[config.mk]
export PLATFORM = sky130hd
export DESIGN_NAME = dma_completion_tracker
export DESIGN_NICKNAME = d
export VERILOG_FILES = /design/src/rtl/dma_pkg.sv /design/src/rtl/dma_tag_table.sv /design/src/rtl/dma_completion_tracker.sv
export SDC_FILE = /design/constraint.sdc
export NUM_CORES = 1
export LEC_CHECK = 0
export ABC_AREA = 1
export CORE_AREA = 2 2 169 171
export CTS_CLUSTER_DIAMETER = 30
export DETAILED_ROUTE_END_ITERATION = 8
export DIE_AREA = 0 0 171 173
export DONT_BUFFER_PORTS = 1
export HOLD_SLACK_MARGIN = 0.05
export PLACE_DENSITY_LB_ADDON = 0.05
export SLEW_MARGIN = 20
export SYNTH_ARGS = -nofsm -noshare
export SYNTH_HDL_FRONTEND = slang
export SYNTH_SLANG_ARGS = --single-unit
[constraint.sdc]
create_clock -name i_clk -period 6.8 [get_ports i_clk]
set_input_delay 1.36 -clock i_clk [delete_from_list [all_inputs] [get_ports i_clk]]
set_output_delay 1.36 -clock i_clk [all_outputs]
set_load 0.05 [all_outputs]
[src/rtl/dma_pkg.sv]
// Shared PCIe read-path types and helpers for the request splitter and the
// completion tracker.
package dma_pkg;

    typedef enum logic [2:0] {
        CPL_STATUS_SC  = 3'b000,
        CPL_STATUS_UR  = 3'b001,
        CPL_STATUS_CRS = 3'b010,
        CPL_STATUS_CA  = 3'b100
    } cpl_status_e;

    // Largest single read request and the default max read request size
    localparam int unsigned MAX_REQ_BYTES      = 4096;
    localparam int unsigned MAX_READ_REQ_BYTES = 512;

    typedef struct packed {
        logic [31:0] base;
        logic [12:0] size;
        logic [12:0] rem;
    } tag_entry_t;

    // Completion byte count field: zero encodes a full 4 KiB
    function automatic logic [12:0] decode_byte_count(input logic [11:0] bc);
        return (bc == 12'd0) ? 13'd4096 : {1'b0, bc};
    endfunction

    // Payload length in DWs to bytes: zero encodes 1024 DWs
    function automatic logic [12:0] dw_to_bytes(input logic [9:0] len_dw);
        return (len_dw == 10'd0) ? 13'd4096 : {1'b0, len_dw, 2'b00};
    endfunction

endpackage

[src/rtl/dma_tag_table.sv]
// Outstanding read request table: busy flags, lowest-free allocator,
// per-tag base/size/remaining storage and a registered busy count.
module dma_tag_table
    import dma_pkg::*;
#(
    parameter int unsigned NUM_TAGS = 4,
    parameter int unsigned TAG_W    = $clog2(NUM_TAGS)
) (
    input  logic             clk_i,
    input  logic             rst_ni,
    input  logic             alloc_en_i,
    input  logic [31:0]      alloc_base_i,
    input  logic [12:0]      alloc_size_i,
    output logic             free_avail_o,
    output logic [TAG_W-1:0] free_tag_o,
    input  logic [TAG_W-1:0] rd_tag_i,
    output logic             rd_busy_o,
    output tag_entry_t       rd_entry_o,
    input  logic             upd_en_i,
    input  logic [TAG_W-1:0] upd_tag_i,
    input  logic [12:0]      upd_rem_i,
    input  logic             upd_free_i,
    input  logic             flush_i,
    output logic [TAG_W:0]   outstanding_o
);

    logic [NUM_TAGS-1:0] busy_q, busy_d;
    logic [TAG_W:0]      outstanding_q, outstanding_d;
    tag_entry_t          entry_q [NUM_TAGS];
    logic                alloc_fire;

    // Priority encoder picking the lowest idle tag
    always_comb begin
        logic found;
        found      = 1'b0;
        free_tag_o = '0;
        for (int unsigned i = 0; i < NUM_TAGS; i++) begin
            if (!busy_q[i] && !found) begin
                found      = 1'b1;
                free_tag_o = TAG_W'(i);
            end
        end
        free_avail_o = found;
    end

    assign alloc_fire    = alloc_en_i && free_avail_o;
    assign rd_busy_o     = busy_q[rd_tag_i];
    assign rd_entry_o    = entry_q[rd_tag_i];
    assign outstanding_o = outstanding_q;

    // Next busy vector (release, then flush, then allocation) and its popcount
    always_comb begin
        busy_d = busy_q;
        if (upd_en_i && upd_free_i) busy_d[upd_tag_i] = 1'b0;
        if (flush_i) busy_d = '0;
        if (alloc_fire) busy_d[free_tag_o] = 1'b1;
        outstanding_d = '0;
        for (int unsigned i = 0; i < NUM_TAGS; i++) begin
            outstanding_d = outstanding_d + (TAG_W+1)'(busy_d[i]);
        end
    end

    // Table storage; allocation and update never target the same tag
    always_ff @(posedge clk_i) begin
        if (!rst_ni) begin
            busy_q        <= '0;
            outstanding_q <= '0;
            for (int unsigned i = 0; i < NUM_TAGS; i++) entry_q[i] <= '0;
        end else begin
            busy_q        <= busy_d;
            outstanding_q <= outstanding_d;
            if (upd_en_i) entry_q[upd_tag_i].rem <= upd_rem_i;
            if (alloc_fire) begin
                entry_q[free_tag_o] <= '{base: alloc_base_i, size: alloc_size_i, rem: alloc_size_i};
            end
        end
    end

endmodule

[src/rtl/dma_completion_tracker.sv]
// Receive-side completion tracker: tags read requests, matches returning
// completions, emits device write descriptors and completion/error pulses.
module dma_completion_tracker
    import dma_pkg::*;
#(
    parameter int unsigned NUM_TAGS       = 4,
    parameter int unsigned TAG_W          = $clog2(NUM_TAGS),
    parameter int unsigned TIMEOUT_CYCLES = 65536
) (
    input  logic             i_clk,
    input  logic             i_rst_n,
    input  logic             req_valid,
    output logic             req_ready,
    output logic [TAG_W-1:0] req_tag,
    input  logic [31:0]      req_address_device,
    input  logic [12:0]      req_size,
    input  logic             cpl_valid,
    output logic             cpl_ready,
    input  logic [TAG_W-1:0] cpl_tag,
    input  logic [2:0]       cpl_status,
    input  logic [11:0]      cpl_byte_count,
    input  logic [9:0]       cpl_length_dw,
    input  logic [6:0]       cpl_lower_addr,
    output logic             wr_valid,
    input  logic             wr_ready,
    output logic [31:0]      wr_address,
    output logic [12:0]      wr_bytes,
    output logic             wr_last,
    output logic             req_done,
    output logic [TAG_W-1:0] req_done_tag,
    output logic [TAG_W:0]   outstanding,
    output logic             err_status,
    output logic             err_unexpected,
    output logic             err_timeout
);

    localparam int unsigned WD_W = $clog2(TIMEOUT_CYCLES);

    logic             tt_busy;
    tag_entry_t       tt_entry;
    logic [12:0]      bc, pay, nbytes;
    logic             last, unexpected, status_err;
    logic             cpl_accept, good, bad_status, upd_en, upd_free, timeout_fire;
    logic [4:0]       unused_lower_addr;

    logic             wr_valid_q, wr_last_q, req_done_q;
    logic [31:0]      wr_address_q;
    logic [12:0]      wr_bytes_q;
    logic [TAG_W-1:0] req_done_tag_q;
    logic             err_status_q, err_unexpected_q, err_timeout_q;
    logic [WD_W-1:0]  wd_q;

    // Only the byte offset within the first DW shortens the payload
    assign unused_lower_addr = cpl_lower_addr[6:2];

    assign cpl_ready  = !wr_valid_q || wr_ready;
    assign cpl_accept = cpl_valid && cpl_ready;

    assign bc         = decode_byte_count(cpl_byte_count);
    assign pay        = dw_to_bytes(cpl_length_dw) - {11'd0, cpl_lower_addr[1:0]};
    assign nbytes     = (bc < pay) ? bc : pay;
    assign last       = (bc <= pay);
    assign unexpected = !tt_busy || (bc != tt_entry.rem);
    assign status_err = cpl_status_e'(cpl_status) != CPL_STATUS_SC;

    assign good         = cpl_accept && !unexpected && !status_err;
    assign bad_status   = cpl_accept && !unexpected && status_err;
    assign upd_en       = good || bad_status;
    assign upd_free     = bad_status || last;
    assign timeout_fire = (outstanding != '0) && !cpl_accept
                          && (wd_q == WD_W'(TIMEOUT_CYCLES - 1));

    dma_tag_table #(
        .NUM_TAGS (NUM_TAGS),
        .TAG_W    (TAG_W)
    ) u_tag_table (
        .clk_i         (i_clk),
        .rst_ni        (i_rst_n),
        .alloc_en_i    (req_valid),
        .alloc_base_i  (req_address_device),
        .alloc_size_i  (req_size),
        .free_avail_o  (req_ready),
        .free_tag_o    (req_tag),
        .rd_tag_i      (cpl_tag),
        .rd_busy_o     (tt_busy),
        .rd_entry_o    (tt_entry),
        .upd_en_i      (upd_en),
        .upd_tag_i     (cpl_tag),
        .upd_rem_i     (tt_entry.rem - nbytes),
        .upd_free_i    (upd_free),
        .flush_i       (timeout_fire),
        .outstanding_o (outstanding)
    );

    // Write descriptor register, completion/error pulses and watchdog
    always_ff @(posedge i_clk) begin
        if (!i_rst_n) begin
            wr_valid_q       <= 1'b0;
            wr_address_q     <= '0;
            wr_bytes_q       <= '0;
            wr_last_q        <= 1'b0;
            req_done_q       <= 1'b0;
            req_done_tag_q   <= '0;
            err_status_q     <= 1'b0;
            err_unexpected_q <= 1'b0;
            err_timeout_q    <= 1'b0;
            wd_q             <= '0;
        end else begin
            req_done_q       <= upd_en && upd_free;
            req_done_tag_q   <= cpl_tag;
            err_status_q     <= bad_status;
            err_unexpected_q <= cpl_accept && unexpected;
            err_timeout_q    <= timeout_fire;
            if (good) begin
                wr_valid_q   <= 1'b1;
                wr_address_q <= tt_entry.base + {19'd0, tt_entry.size - bc};
                wr_bytes_q   <= nbytes;
                wr_last_q    <= last;
            end else if (wr_ready) begin
                wr_valid_q   <= 1'b0;
            end
            if (cpl_accept || outstanding == '0 || timeout_fire) wd_q <= '0;
            else wd_q <= wd_q + 1'b1;
        end
    end

    assign wr_valid       = wr_valid_q;
    assign wr_address     = wr_address_q;
    assign wr_bytes       = wr_bytes_q;
    assign wr_last        = wr_last_q;
    assign req_done       = req_done_q;
    assign req_done_tag   = req_done_tag_q;
    assign err_status     = err_status_q;
    assign err_unexpected = err_unexpected_q;
    assign err_timeout    = err_timeout_q;

endmodule
* After elaboration in Yosys (flattened, before gate mapping)
Memory sizes are Yosys's and may differ from the RTL's. Cells that the tools add are included.
Word-level totals: memories kept 1, flip-flop bits (word level) 76, output and inout bits 60, bits in writable memories 232, bits of input ports 84
Memory list:
- u_tag_table.entry_q | depth 4, width 58, rd ports 1, clocked after Yosys merged registers in 0, write ports 4, RTL line dma_tag_table.sv:29 | tag_entry_t entry_q [NUM_TAGS];
Cells by class: mux-type cells 34, equality and inequality tests 2, reductions and logical operators 39, bitwise gates (word level) 4, magnitude comparators 6, add/subtract/negate cells 8
Operators with widths (number):
- $mux W58 | 2
- $reduce_or A58 Y1 | 2
- $mux W13 | 3
- $add A32 B13 Y32 | 1
- $sub A13 B13 Y13 | 2
- $mux W1 | 18
- $add A16 B1 Y16 const B | 1
- $eq A16 B16 Y1 const B | 1
- $logic_and A1 B1 Y1 | 14
- $le A13 B13 Y1 | 1
- $lt A13 B13 Y1 | 1
- $ne A13 B13 Y1 | 1
- $sub A13 B2 Y13 | 1
- $logic_not A12 Y1 | 1
- $mux W4 | 3
- $logic_not A1 Y1 | 10
- $logic_not A10 Y1 | 1
- $mux W2 | 5
- $add A3 B1 Y3 | 2
- $logic_or A1 B1 Y1 | 6
- $lt A2 B3 Y1 const B | 2
- $reduce_bool A3 Y1 | 2
- $and A4 B4 Y4 | 1
- $demux W1 S2 | 2
- 9 further kinds | 10

* Depth between registers and ports, before layout
Gate-level depths: netlist (run 1).
word-level depth 18, gate-level depth with buffers 33, gate-level depth less buffers 30

* Cells and area by module
A second synthesis (run 1) with hierarchy kept.
Second synthesis, totals: cell total of the unflattened synthesis 1985, area, all modules 17186.5 um^2
By module, submodules not included:
- dma_tag_table | times used 1, area an instance 11065.6 um^2, cells an instance 1074
- dma_completion_tracker | times used 1, area an instance 6120.9 um^2, cells an instance 911

* Worst setup path before layout (run 1)
Ideal clock, no wire load.
path kind input -> register, start point input cpl_tag[1], end point register wr_address_q[31], in the netlist wr_address[31], setup time 118 ps, required time 6682 ps, path slack 1226 ps, data arrival time 5456 ps, cell stages on the path 31, path through buf_4 -> nand2_2 -> buf_6 -> clkbuf_1 -> clkbuf_1 -> o22ai_1 -> nor2_1 -> ha_1 -> nand2_1 -> nand2_1 -> a31oi_1 -> o21ai_0 -> nand2_1 -> nand2_1 -> nand2_1 -> nand2_1 -> a21o_1 -> a21oi_1 -> xor2_1 -> ha_1 -> nand2_1 -> nor3_1 -> nand2_1 -> nand2_1 -> nand2_1 -> nor2_1 -> nand2_1 -> nor2_1 -> nand3_1 -> a21oi_1 -> nor2_1
Between the ends: word-level cells in the longest chain between the ends 7, elaborated cells on any way between the ends 11, those cells by class add/sub: 2; eq/ne: 1; mux: 2; reduce/logical: 5; memory: 1
Ends and longest elaborated chain:
- from (decl) | RTL line dma_completion_tracker.sv:19 | input logic [TAG_W-1:0] cpl_tag,
- parallel branches: the longest is 7 deep, another holds $mem_v2 Z4 W58
- to (signal assigned) | RTL line dma_completion_tracker.sv:116 | wr_address_q <= tt_entry.base + {19'd0, tt_entry.size - bc};
- to (decl) | RTL line dma_completion_tracker.sv:47 | logic [31:0] wr_address_q;
Several ways; the timed one is not identified. The select of a mux whose other input is x is not followed. A chain may end at the register's enable or synchronous reset.

* Final worst setup path (run 1)
Ends and elaborated chain as after synthesis.

==> results of run 1 <==
-- synth_stat cells, types with 5 or more instances --
library cell	n	area, um^2
edfxtp_1	232	6970
nand3_1	72	360
nor3_1	28	140
dfxtp_1	76	1520
buf_1	5	18.8
ha_1	52	651
nand2_1	273	1020
nand4_1	17	106
nor2_1	433	1630
a21oi_1	73	365
xnor2_1	21	184
o21ai_0	65	325
o21bai_1	22	165
o22ai_1	87	544
or2_2	15	93.8
buf_2	14	70.1
a22oi_1	5	37.5
clkbuf_1	53	199
xor2_1	40	350
inv_1	234	878
-- routing by layer --
metal	global-route usage	wire, um
met5	0	0
met4	0.0847	766
met3	0.0499	3640
met2	0.478	20600
met1	0.413	19100
-- state kept, by name, summed over array words and instances, names as in the netlist, 2 cells and up --
register	flops
wd_q	16
u_tag_table.entry_q	232
u_tag_table.outstanding_o	3
req_done_tag	2
u_tag_table.busy_q	4
wr_address	32
wr_bytes	13
-- layout by cell type, fill, tap and decap left out, drive strengths merged, types with 2 or more instances in the layout --
cell type    n
nor2       436
nand2      277
inv        245
edfxtp     232
o22ai       87
dfxtp       76
a21oi       73
nand3       72
clkbuf      71
o21ai       65
ha          52
xor2        40
nor3        30
buf         24
o21bai      22
xnor2       21
clkinv      19
nand4       17
or2         15
clkinvlp    11
a22oi        5
bufinv       5
a221oi       4
o21a         4
a31oi        4
nor4         4
fa           4
a22o         3
nand3b       3
o22a         2
o31ai        2
a21o         2
and2         2
a211oi       2
nor3b        2
-- worst register-to-register path: cells and delay by family, from the launching register on --
family | cells | cell delay, ps
compound gates | 7 | 1460
fa+ha+maj | 3 | 840
buf+inv | 1 | 50
simple gates | 14 | 1640
xor+xnor | 1 | 90
flops | 1 | 370
-- cell families (layout without fill, tap and decap cells) --
logic type,after synthesis,in the layout,share of synthesized area
simple gates,859,859,0.217
buf+inv,316,375,0.0763
flops,308,308,0.526
compound gates,278,278,0.102
xor+xnor,61,61,0.0331
fa+ha+maj,56,56,0.0453
other cells,0,1,0
-- worst paths after layout --
check	depth (start not counted)	to	slack, ps	startpoint
worst min-delay path	1	wd_q[0]	480	wd_q[0]
worst max register to register	26	wr_address[31]	2240	u_tag_table.entry_q[0][13]
worst max-delay path	29	wr_address[31]	1210	cpl_tag[1]
worst min register to register	1	wd_q[0]	480	wd_q[0]
-- power breakdown --
group / total, mW / switching, mW / internal, mW
registers: 2.14 / 0.0311 / 2.11
clock network: 2.89 / 0.993 / 1.90
logic: 0.818 / 0.550 / 0.268
-- through the flow --
step	worst slack [ps]	instance area [um^2]	power (mW)	utilization
6_report	1210	18500	5.85	0.670
5_1_grt	687	18500	6.07	0.670
4_1_cts	1290	18500	5.86	0.670
3_5_place_dp	742	16500	2.98	0.596
3_3_place_gp	788	16500	2.97	0.596
2_1_floorplan	1230	16100	2.77	-
-- layout make-up --
type                       count  area [um^2]  share of cell area
sequential                   308         8490               0.459
multi-input combinational   1254         6420               0.347
clock buffer                  71         1620              0.0873
inverter                     239          897              0.0485
tap                          378          473              0.0256
clock inverter                41          428              0.0231
timing repair buffer          24          180             0.00974
antenna                        1         2.50            0.000135
==> results by stage, run 1 <==
Timing:
- Measured against its own limit, the worst slew margin works out to 0.417.
- The largest clock skew in the final design is 21.8 ps.
- The final setup violation count is 0.
- Setup repair after global routing left no endpoint under its margin.
- For this run, the top clock speed supported by timing is 179 MHz.
- The post-route worst hold slack is 476 ps.
- The final count of pins violating max slew is 0.
- In the finished design, the share of the clock period the worst path needs comes to 0.823.
- At the pin with the least slew margin, the transition time is 872 ps.
- The setup TNS after final layout is 0 ps.
- The number of hold violations in the final report came to 0.
- For the finished layout, the period the worst path requires is 5590 ps.

Yosys:
- Synthesis produced a netlist with a net count of 2,018.
- The share of async-settable or async-resettable flops after synthesis is 0.
- In the synthesized netlist the dominant register cell turns out to be edfxtp_1.
- Yosys mapped the design onto 45 distinct sky130hd cell types.
- The area of the mapped netlist is 16,100 um^2.
- After synthesis the netlist holds a flip-flop and latch count of 308.
- The number of synthesized flops with an enable pin is 232.
- Each instance of the synthesized netlist takes up on average 8.59 um^2.
- Yosys printed 0 warnings.
- The sequential share of the synthesized area is 0.526.
- In the synthesized netlist, the number of instances is 1,878.

Power and ir drop:
- For this design the ratio of total power to cell area is 316 nW/um^2.
- The worst-case IR drop observed on VDD is 0.270 mV.
- In this run the static leakage power is 8.03 nW.

Place:
- Once detailed placement completed, the half-perimeter wirelength came to 29,300 um.
- At the end of routability-driven placement, the weighted congestion stood at 0.959.
- Port buffering added 0 buffers.
- Including well taps, the total number of placed cells is 2,203.

Setup path:
- The cell family contributing the most delay on the critical path is simple AND/OR/NAND/NOR gates.
- The worst setup path is captured at a register.
- The path type of the worst setup path is input port to register.
- The maximum cell stage delay along the critical path is 510 ps.
- The slowest stage cell on the critical path is nand2_2.
- Among the stages of the critical path, the cell type that occurs most often is nand2_1.
- The type of element launching the critical path is an input port.
- The required arrival time at the worst endpoint is 7250 ps.
- Data arrives at the worst endpoint at 6040 ps.
- The critical-path maximum fanout is 23.
- The buffer and inverter count on the worst path is 3.

Status:
- The run finished with clean final reports.

Detailed routing:
- The DRC violation count after routing is 0.
- The remaining number of nets flagged by the antenna check after routing is 0.
- Summing over every cut layer, the via total after detailed routing is 13.1k.
- The average via count per standard cell is 5.65.
- Dividing the detail-routed wire length by the instance count gives 19.0 um.
- The number of optimization iterations in the first detailed-route pass is 6.
- The first routing iteration left 1,131 violations.
- The final wirelength is 44,100 um.

CTS:
- Once the clock tree was built, the setup fixing pass inserted 0 buffers.
- The TritonCTS buffer count is 60.
- The clock tree root buffer cell is clkbuf_16.
- The H-tree generated during clock tree synthesis spans 2 levels.
- The CTS clock-pin slew for the worst setup and hold paths is 50 ps.
- In this run the deepest clock path goes through 3 buffers.
- TritonCTS built the clock tree.
- The count of clock tree sinks is 308.
- The number of hold buffers added after CTS was 0.
- The number of gates resized after cts is 0.
- The clock network latency to the later pin of the worst-skew pair is 580 ps.

Global route:
- The total routing resource utilization after global routing is 0.296.
- The number of global-route vias before repair is 12.6k.
- The number of antenna violations at the first check in global routing is 1.
- The pin count of the biggest net entering global routing is 59.
- Summed over all layers, the global routing overflow is 0.
- The first global-routing pass estimated 67,900 um of wire.

Worst hold path:
- The min-delay analysis places its worst path in the category register to register.

Floorplan:
- The placeable core region is 27,600 um^2.
- The starting density of the core is 0.584.
- The floorplan step set the die height to 173 um.
- The number of I/O pins is 144.
- The width of the die is 171 um.
- The initialized floorplan defines 61 standard-cell rows.
- The area enclosed by the die boundary is 29,600 um^2.

Layout:
- The layout overhead on the synthesized area is 14.7%.
- Fill cells in the final layout number 2,324.
- In the final layout, the share of cells above drive strength 1 is 0.0842.
- The final layout contains 2,027 nets.
- The number of standard cells in the final layout excluding fillers is 2,316.

Job:
- The number of maximum-capacitance violations is 0.
(Power assumes the default switching activity.)
==> run 2, diff against run 1 <==
--- a/config.mk
+++ b/config.mk
@@ -6,10 +6,10 @@
 export NUM_CORES = 1
 export LEC_CHECK = 0
 export ABC_AREA = 1
-export CORE_AREA = 2 2 169 171
+export CORE_AREA = 2 2 170 172
 export CTS_CLUSTER_DIAMETER = 30
 export DETAILED_ROUTE_END_ITERATION = 8
-export DIE_AREA = 0 0 171 173
+export DIE_AREA = 0 0 172 174
 export DONT_BUFFER_PORTS = 1
 export HOLD_SLACK_MARGIN = 0.05
 export PLACE_DENSITY_LB_ADDON = 0.05
==> constraint.sdc (replaced) <==
create_clock -name i_clk -period 5.1 [get_ports i_clk]
set_input_delay 1.02 -clock i_clk [delete_from_list [all_inputs] [get_ports i_clk]]
set_output_delay 1.02 -clock i_clk [all_outputs]
set_load 0.05 [all_outputs]
==> results by stage, run 2 (synthesized netlist as in run 1, its figures left out) <==
Detailed routing:
- The total vias in the final route came to 13.4k (+2.4%).
- The number of DRC markers in iteration 0 is 974 (-14%).
- The routed length per instance was 18.7 um (-1.9%).
- The number of optimization iterations in the first detailed-route pass was 6 (unchanged).
- The average via count per standard cell was 5.50 (-2.7%).
- The remaining number of nets flagged by the antenna check after routing is 0 (unchanged).
- The final wirelength is 45,500 um (+3.2%).
- The DRC violation count after routing is 0 (unchanged).

Power and ir drop:
- The static leakage power is 8.71 nW (+8.5%).
- The power density of the placed cells is 443 nW/um^2 (+40%).
- The worst ir drop on vdd came to 0.384 mV (+42%).
- The overall power is 8.72 mW (+49%).

Layout:
- The layout overhead on the synthesized area is 22.0%.
- The share of layout cells above drive strength 1 was 0.131 (+0.0465).
- The count of fill cells added during filler insertion is 2,244 (-3.4%).
- The top cell types in the final layout, fill and taps aside, are nor2_1, nand2_1, inv_1, edfxtp_1, buf_4.
- The number of nets in the finished design is 2,133 (+5.2%).
- The final non-filler cell area is 19,700 um^2 (+6.4%).
- The leading cell type in the layout, fill and taps excluded is nor2_1.
- The flip-flop count of the largest register, all copies and words added is 232 (unchanged).
- The register name with the most flops is u_tag_table.entry_q.

CTS:
- The CTS tree is built.
- The clock tree root buffer cell is clkbuf_16.
- The count of clock tree sinks is 308 (unchanged).
- The H-tree depth reported by CTS is 3 (+1).
- The number of gates resized after cts was 0 (unchanged).
- The number of buffers between clock root and the deepest sink is 3 (unchanged).
- The buffers inserted during post-CTS setup optimization is 0 (unchanged).
- The clock network latency to the later pin of the worst-skew pair was 570 ps (about the same).
- The CTS clock-pin slew for the worst setup and hold paths is 40 ps (about the same).
- The count of hold buffers inserted by post-cts repair is 0 (unchanged).
- The TritonCTS buffer count is 73 (+22%).

Global route:
- The number of antenna violations at the first check in global routing is 1 (unchanged).
- The aggregate global routing overflow is 0 (unchanged).
- The global-route wire length before repair is 69,400 um (+2.1%).
- The number of global-route vias before repair is 12.9k (+1.8%).
- The total routing resource utilization after global routing was 0.304 (+0.00741).
- The pin count of the biggest net entering global routing is 54 (-8.5%).

Setup path:
- The data arrival time of the critical path is 4990 ps (-1050 ps).
- The required arrival time at the worst endpoint is 5410 ps (-1840 ps).
- The worst setup path is launched from an input port.
- The critical-path maximum fanout is 16 (-30%).
- The element type at the critical path end is a register.
- The path type of the worst setup path is input port to register.

Timing:
- The setup TNS after final layout is 0 ps (unchanged).
- The final count of pins violating max slew is 0 (unchanged).
- The number of hold violations in the final report is 0 (unchanged).
- Timing would allow up to 214 MHz.
- The final period utilization is 0.917.
- The final setup violation count came to 0 (unchanged).
- The normalized max-slew margin is 0.470 (+0.0538).
- The largest clock skew in the final design came to 44.1 ps (+22.4 ps).
- Setup repair after global routing left no endpoint under its margin.
- The final critical delay including setup and external delays is 4680 ps.
- The pin slew with the least headroom to its limit was 791 ps (-80.3 ps).

Floorplan:
- The placeable core region is 28,200 um^2 (+2.2%).
- The width of the die was 172 um (+0.58%).
- The area enclosed by the die boundary came to 29,900 um^2 (+1.2%).
- The number of I/O pins is 144 (unchanged).
- The starting density of the core is 0.571 (-0.0126).
- The height of the chip is 174 um (+0.58%).
- The total number of placement rows was 62 (+1.6%).

Place:
- The count of buffers inserted at the top-level ports is 0 (unchanged).
- The routability congestion estimate is 0.936 (-2.4%).
- The placed standard-cell area was 17,200 um^2 (+4.4%).
- The placed wire-length estimate was 31,000 um (+5.7%).

Worst hold path:
- The worst hold path belongs to the class register to register.

Job:
- The number of maximum-capacitance violations is 0 (unchanged).

Status:
- The flow ran to the end, and the final reports show no timing, DRC or antenna violations.
## run 2: stage by stage
step,utilization,cells,setup WS [ps],hold WS (ps)
2_1_floorplan,-,1878,59.5,430
3_3_place_gp,0.608,2302,-114,443
3_5_place_dp,0.608,2302,-142,454
4_1_cts,0.697,2436,399,465
5_1_grt,0.697,2436,11.6,503
6_report,0.697,2437,421,456
## run 2: cell type report
| class | count | area [um^2] | share of cell area |
|---|---|---|---|
| Clock inverter | 51 | 549 | 0.0279 |
| Tap cell | 384 | 480 | 0.0244 |
| Clock buffer | 83 | 1950 | 0.0990 |
| Timing Repair Buffer | 117 | 891 | 0.0453 |
| Sequential cell | 308 | 8490 | 0.431 |
| Multi-Input combinational cell | 1254 | 6420 | 0.326 |
| Antenna cell | 1 | 2.50 | 0.000127 |
| Inverter | 239 | 897 | 0.0456 |
## run 2: path summary, 6_finish.rpt
kind,depth (start not counted),slack [ps],start,endpoint
setup reg to reg,27,900,u_tag_table.entry_q[0][13],wr_address[21]
hold reg to reg,1,460,wd_q[0],wd_q[0]
setup / recovery,25,420,cpl_lower_addr[0],u_tag_table.entry_q[0][12]
hold / removal,1,460,wd_q[0],wd_q[0]
## run 2: critical path: stages
cell and delay [ps]:
inv_1 20, ha_1 220, nor2_1 230, nand2_1 100, xor2_1 260, ha_1 300, nand4_1 130, inv_1 50
a21oi_1 120, nand3_1 140, nand3_1 130, nand2_1 110, buf_4 210, o21ai_0 310, ha_1 340, a21oi_1 130
o21ai_0 130, buf_4 160, nand2_1 50, o211ai_1 80, a31oi_1 200, buf_4 170, nand3_1 160, nand3_1 150
nand2_1 70
## run 2: metal layers
layer / wire [um] / global-route usage / vias to the layer above
met1: 19300 / 0.419 / 6266
met2: 20900 / 0.484 / 562
met4: 1350 / 0.104 / 0
li1: - / - / 6494
met3: 3940 / 0.0565 / 85
met5: 0 / 0 / -
## run 2: where the power goes
part,leakage [nW],internal [mW],total (mW),switching [mW]
Combinational,4.45,0.485,1.25,0.770
Clock,1.22,3.12,4.60,1.48
Sequential,3.04,2.82,2.86,0.0417
